**config.mk**
```make
export PLATFORM = sky130hd
export DESIGN_NAME = bist_fail_log
export DESIGN_NICKNAME = d
export VERILOG_FILES = /design/src/rtl/bist_fail_log.sv
export SDC_FILE = /design/constraint.sdc
export NUM_CORES = 1
export LEC_CHECK = 0
export BUFFER_PORTS_ARGS = -buffer_cell sky130_fd_sc_hd__buf_4
export CORE_UTILIZATION = 55
export DETAILED_ROUTE_END_ITERATION = 16
export PLACE_DENSITY = 0.81
export SYNTH_ARGS = -nofsm -noshare
export SYNTH_HDL_FRONTEND = slang
export SYNTH_SLANG_ARGS = --single-unit
```
**constraint.sdc**
```tcl
create_clock -name clk -period 3.53 [get_ports clk]
set_clock_uncertainty 0.2 [all_clocks]
set_input_delay 0.353 -clock clk [delete_from_list [all_inputs] [get_ports clk]]
set_output_delay 0.353 -clock clk [all_outputs]
set_load 0.005 [all_outputs]
```
**src/rtl/bist_fail_log.sv**
```systemverilog
// bist_fail_log: logs March-test read mismatches into a FIFO and summarises the run. Rev 1.0.
// Optional first-fail capture is enabled by defining BIST_FIRST_FAIL_EN.
`default_nettype none

module bist_fail_log #(
  parameter int Dta_size  = 8,
  parameter int Adr_size  = 4,
  parameter int LOG_DEPTH = 4
) (
  input  logic                clk,
  input  logic                rst,
  input  logic                test_start,
  input  logic                test_end,
  input  logic [2:0]          phase,
  input  logic                read_en,
  input  logic [Adr_size-1:0] address,
  input  logic [Dta_size-1:0] data_et,
  input  logic [Dta_size-1:0] data_read,
  output logic                log_valid,
  input  logic                log_ready,
  output logic [Adr_size-1:0] log_adr,
  output logic [2:0]          log_phase,
  output logic [Dta_size-1:0] log_syn,
  output logic [7:0]          err_count,
  output logic                overflow,
  output logic                busy,
  output logic                done,
  output logic                pass,
  output logic                first_vld,
  output logic [Adr_size-1:0] first_adr,
  output logic [2:0]          first_phase
);

  localparam int PW = $clog2(LOG_DEPTH);

  typedef enum logic [1:0] {
    IDLE   = 2'd0,
    ARMED  = 2'd1,
    REPORT = 2'd2
  } state_t;

  state_t state, state_nxt;

  logic [PW-1:0]       wr_ptr, rd_ptr;
  logic [PW:0]         count;
  logic [Adr_size-1:0] mem_adr [LOG_DEPTH];
  logic [2:0]          mem_phase [LOG_DEPTH];
  logic [Dta_size-1:0] mem_syn [LOG_DEPTH];

  logic mismatch, full, pop, push, drop;

  always_comb begin
    state_nxt = state;
    case (state)
      IDLE, REPORT: if (test_start) state_nxt = ARMED;
      ARMED: begin
        if (test_start)    state_nxt = ARMED;
        else if (test_end) state_nxt = REPORT;
      end
      default: state_nxt = IDLE;
    endcase
  end

  always_ff @(posedge clk) begin
    if (!rst) state <= IDLE;
    else      state <= state_nxt;
  end

  assign busy = (state == ARMED);
  assign done = (state == REPORT);
  assign pass = done && (err_count == 8'd0);

  // A compare coinciding with test_start belongs to the run being discarded.
  assign mismatch  = busy && read_en && !test_start && (data_et != data_read);
  assign log_valid = (count != '0);
  assign full      = (count == (PW+1)'(LOG_DEPTH));
  assign pop       = log_valid && log_ready && !test_start;
  assign push      = mismatch && (!full || pop);
  assign drop      = mismatch && full && !pop;

  always_ff @(posedge clk) begin
    if (!rst || test_start) begin
      wr_ptr    <= '0;
      rd_ptr    <= '0;
      count     <= '0;
      err_count <= 8'd0;
      overflow  <= 1'b0;
    end else begin
      if (pop)  rd_ptr <= rd_ptr + PW'(1);
      if (push) wr_ptr <= wr_ptr + PW'(1);
      if (push && !pop)      count <= count + (PW+1)'(1);
      else if (pop && !push) count <= count - (PW+1)'(1);
      if (mismatch && (err_count != 8'hFF)) err_count <= err_count + 8'd1;
      if (drop) overflow <= 1'b1;
    end
  end

  always_ff @(posedge clk) begin
    if (push) begin
      mem_adr[wr_ptr]   <= address;
      mem_phase[wr_ptr] <= phase;
      mem_syn[wr_ptr]   <= data_et ^ data_read;
    end
  end

  assign log_adr   = log_valid ? mem_adr[rd_ptr]   : '0;
  assign log_phase = log_valid ? mem_phase[rd_ptr] : 3'd0;
  assign log_syn   = log_valid ? mem_syn[rd_ptr]   : '0;

`ifdef BIST_FIRST_FAIL_EN
  always_ff @(posedge clk) begin
    if (!rst || test_start) begin
      first_vld   <= 1'b0;
      first_adr   <= '0;
      first_phase <= 3'd0;
    end else if (mismatch && !first_vld) begin
      first_vld   <= 1'b1;
      first_adr   <= address;
      first_phase <= phase;
    end
  end
`else
  assign first_vld   = 1'b0;
  assign first_adr   = '0;
  assign first_phase = 3'd0;
`endif

endmodule

`default_nettype wire

```
==> flow_metrics.env <==
export IMPL_outcome="completed"
export IMPL_ys_seq_elements=80
export IMPL_synth_area_top_cells="edfxtp_1, dfxtp_1, mux4_2"
export IMPL_worstHoldStart="phase[2]"
export IMPL_wl_per_cell_um=15.7
export IMPL_synth_top_area_frac=0.524
export IMPL_finalCriticalPeriod_ns=2.56
export IMPL_cp_max_fo=8
export IMPL_drc=0
export IMPL_async_flop_share=0
export IMPL_synth_avg_cell_area_um2=14.7
export IMPL_p_comb_frac=0.063
export IMPL_synth_seq_area_share=0.641
export IMPL_reg2regPathDepth=10
export IMPL_cap_violations=0
export IMPL_hp_class="input pin to flip-flop"
export IMPL_tritoncts="done"
export IMPL_worstSetupStartpoint="data_read[6]"
export IMPL_irDropWorstVdd_v=0.000254
export IMPL_die_area_mm2=0.00657
export IMPL_cts_resized=0
export IMPL_ant_nets=0
export IMPL_viasPerCell=5.39
export IMPL_slew_headroom=0.515
export IMPL_drt_iter0_drc=105
export IMPL_rrSetupSlack_ns=0.99
export IMPL_cp_required_ns=3.59
export IMPL_initial_core_util=0.574
export IMPL_max_freq_ghz=0.391
export IMPL_final_util=0.695
export IMPL_hpwl_mm=4.14
export IMPL_tightest_slew_ns=0.727
export IMPL_ioPinCount=65
export IMPL_cts_buffer_depth=2
export IMPL_core_area_mm2=0.00599
export IMPL_finalHoldViolCount=0
export IMPL_cts_root_buf="clkbuf_8"
export IMPL_clk_pin_slew_ns=0.08
export IMPL_yosysMostFrequentCell="edfxtp_1"
export IMPL_num_vias=2069
export IMPL_die_y_um=81.1
export IMPL_fin_crit_sh=0.724
export IMPL_grt_usage=0.201
export IMPL_power_density_mw_per_mm2=422
export IMPL_antenna_found_initial=0
export IMPL_area_delta_synth_final_pct=21.2
export IMPL_cp_endpoint="count[2]"
export IMPL_slew_violations=0
export IMPL_drt_pass1_iterations=4
export IMPL_arrival_ns=2.61
export IMPL_finalSetupTns_ns=0
export IMPL_cts_sinks=80
export IMPL_drt_wl_total_mm=6.01
export IMPL_grt_max_degree=18
export IMPL_drive_gt1_frac=0.307
export IMPL_grt_pass1_wl_mm=9.42
export IMPL_clock_latency_ns=0.33
export IMPL_cp_end_kind="flip-flop"
export IMPL_synth_cell_type_count=37
export IMPL_synth_edf_count=60
export IMPL_die_x_um=81.1
export IMPL_htree_levels=3
export IMPL_rsz0062_at_grt="no"
export IMPL_gp_congestion=0.800
export IMPL_setup_ws_ns=0.974
export IMPL_ys_flop_type="edfxtp_1"
export IMPL_netlist_top_cells_count="edfxtp_1, dfxtp_1, nor2b_1"
export IMPL_cts_buffers=9
export IMPL_timing_rr_end="count[2]"
export IMPL_path_class="input pin to flip-flop"
export IMPL_nets=341
export IMPL_internal_power_uw=1400
export IMPL_grt_overflow=0
export IMPL_power_frac_clock=0.354
export IMPL_pre_cts_ws_ns=0.615
export IMPL_crit_path_start_kind="input pin"
export IMPL_postSynthCellCount=234
export IMPL_rr_startpoint="count[0]"
export IMPL_seqPwrFrac=0.583
export IMPL_whs_ns=0.0122
export IMPL_p_sw_frac=0.206
export IMPL_finalSetupViolCount=0
export IMPL_num_antenna_cells=0
export IMPL_synth_top_area_cell="edfxtp_1"
export IMPL_rows=28
export IMPL_p_switching_uw=362
export IMPL_ys_warn_count=0
export IMPL_first_global_vias=2055
export IMPL_numPortBuffers=56
export IMPL_syn_area_mm2=0.00344
export IMPL_p_leak_uw=0.00154
==> cell families (layout without fill, tap and decap cells) <==
kind of cell               after synthesis  count (layout)  synth area share
AOI/OAI and AO/OA                       24              24            0.0448
xor gates and xnor gates                13              13            0.0331
adders and majority gates                8               8            0.0313
buffers and inverters                   24              92            0.0357
DFF                                     80              80             0.641
muxes                                   17              17             0.104
other                                    1               8           0.00109
and+or+nand+nor                         67              67             0.109
==> metal layers <==
| layer | vias to the layer above | part of all wire | GRT usage |
|---|---|---|---|
| met1 | 1011 | 0.41 | 0.233 |
| met2 | 61 | 0.53 | 0.358 |
| met3 | 8 | 0.048 | 0.0494 |
| met5 | - | 0 | 0 |
| met4 | 0 | 0.011 | 0.0804 |
| li1 | 989 | - | - |
==> state kept, by name (all words and copies together), names as in the netlist, named ones only <==
register	flops
count	3
state	2
overflow	1
rd_ptr	2
mem_phase	12
wr_ptr	2
mem_syn	32
mem_adr	16
err_count	8
==> cell usage in the layout, fill, tap and decap left out, types with 3 or more instances in the layout <==
master	count
ha_1	7
edfxtp_1	60
clkinv_1	3
xor2_1	11
nor2b_1	17
o21ai_0	4
a21oi_1	11
dlygate4sd3_1	3
nand2b_1	4
inv_1	10
nor2_1	14
dfxtp_1	20
nand3_1	5
clkbuf_8	9
conb_1	8
and2_1	5
buf_4	63
mux4_2	15
nand2_1	7
==> power groups by stage <==
stage               registers [µW]  logic (µW)  clock network (µW)
finish                        1030         110                 622
global route                  1030         123                 677
global placement              1050         106                   0
CTS                           1030         109                 636
detailed placement            1050         109                   0
floorplan                     1050        57.4                   0
==> how the worst min path moves through the flow <==
stage | to | slack, ns | cells after the start
3_3_place_gp | overflow | 0.25 | 2
6_report | mem_phase[1][2] | 0.01 | 1
4_1_cts | mem_adr[2][1] | 0.001 | 1
3_5_place_dp | overflow | 0.26 | 2
5_1_grt | mem_adr[0][3] | 0.002 | 1
2_1_floorplan | mem_adr[0][0] | 0.25 | 0
==> cell type report <==
class,instances,area [µm²]
multi-input cells,137,1140
fillers,440,1820
repair buffers,66,503
well taps,75,93.8
inverters,10,37.5
clock inverters,7,62.6
flip-flops and latches,80,2200
clock buffers,9,124
==> stage by stage <==
| step | total power, µW | instances | area (µm²) |
|---|---|---|---|
| final | 1760 | 384 | 4170 |
| after global routing | 1830 | 384 | 4170 |
| after CTS | 1770 | 381 | 4140 |
| after detailed placement | 1160 | 365 | 3950 |
| after global placement | 1150 | 365 | 3950 |
| after floorplan | 1100 | 241 | 3460 |
==> worst max-delay path, cell delays in order <==
cell and delay, ns:
buf_4 0.11, xor2_1 0.38, nor4_2 0.14, a211oi_2 0.23, buf_4 0.17, ha_1 0.18
inv_1 0.06, fa_1 0.37, xor2_1 0.16, or3_1 0.31, a21oi_1 0.14
==> repair_timing <==
| action | in CTS | in global routing |
|---|---|---|
| endpoints found under the setup margin | 0 | 0 |
| setup buffers | 0 | 0 |
| hold endpoints to repair | 0 | 9 |
| hold buffers | 0 | 3 |
Power figures use the tool's default switching activity.
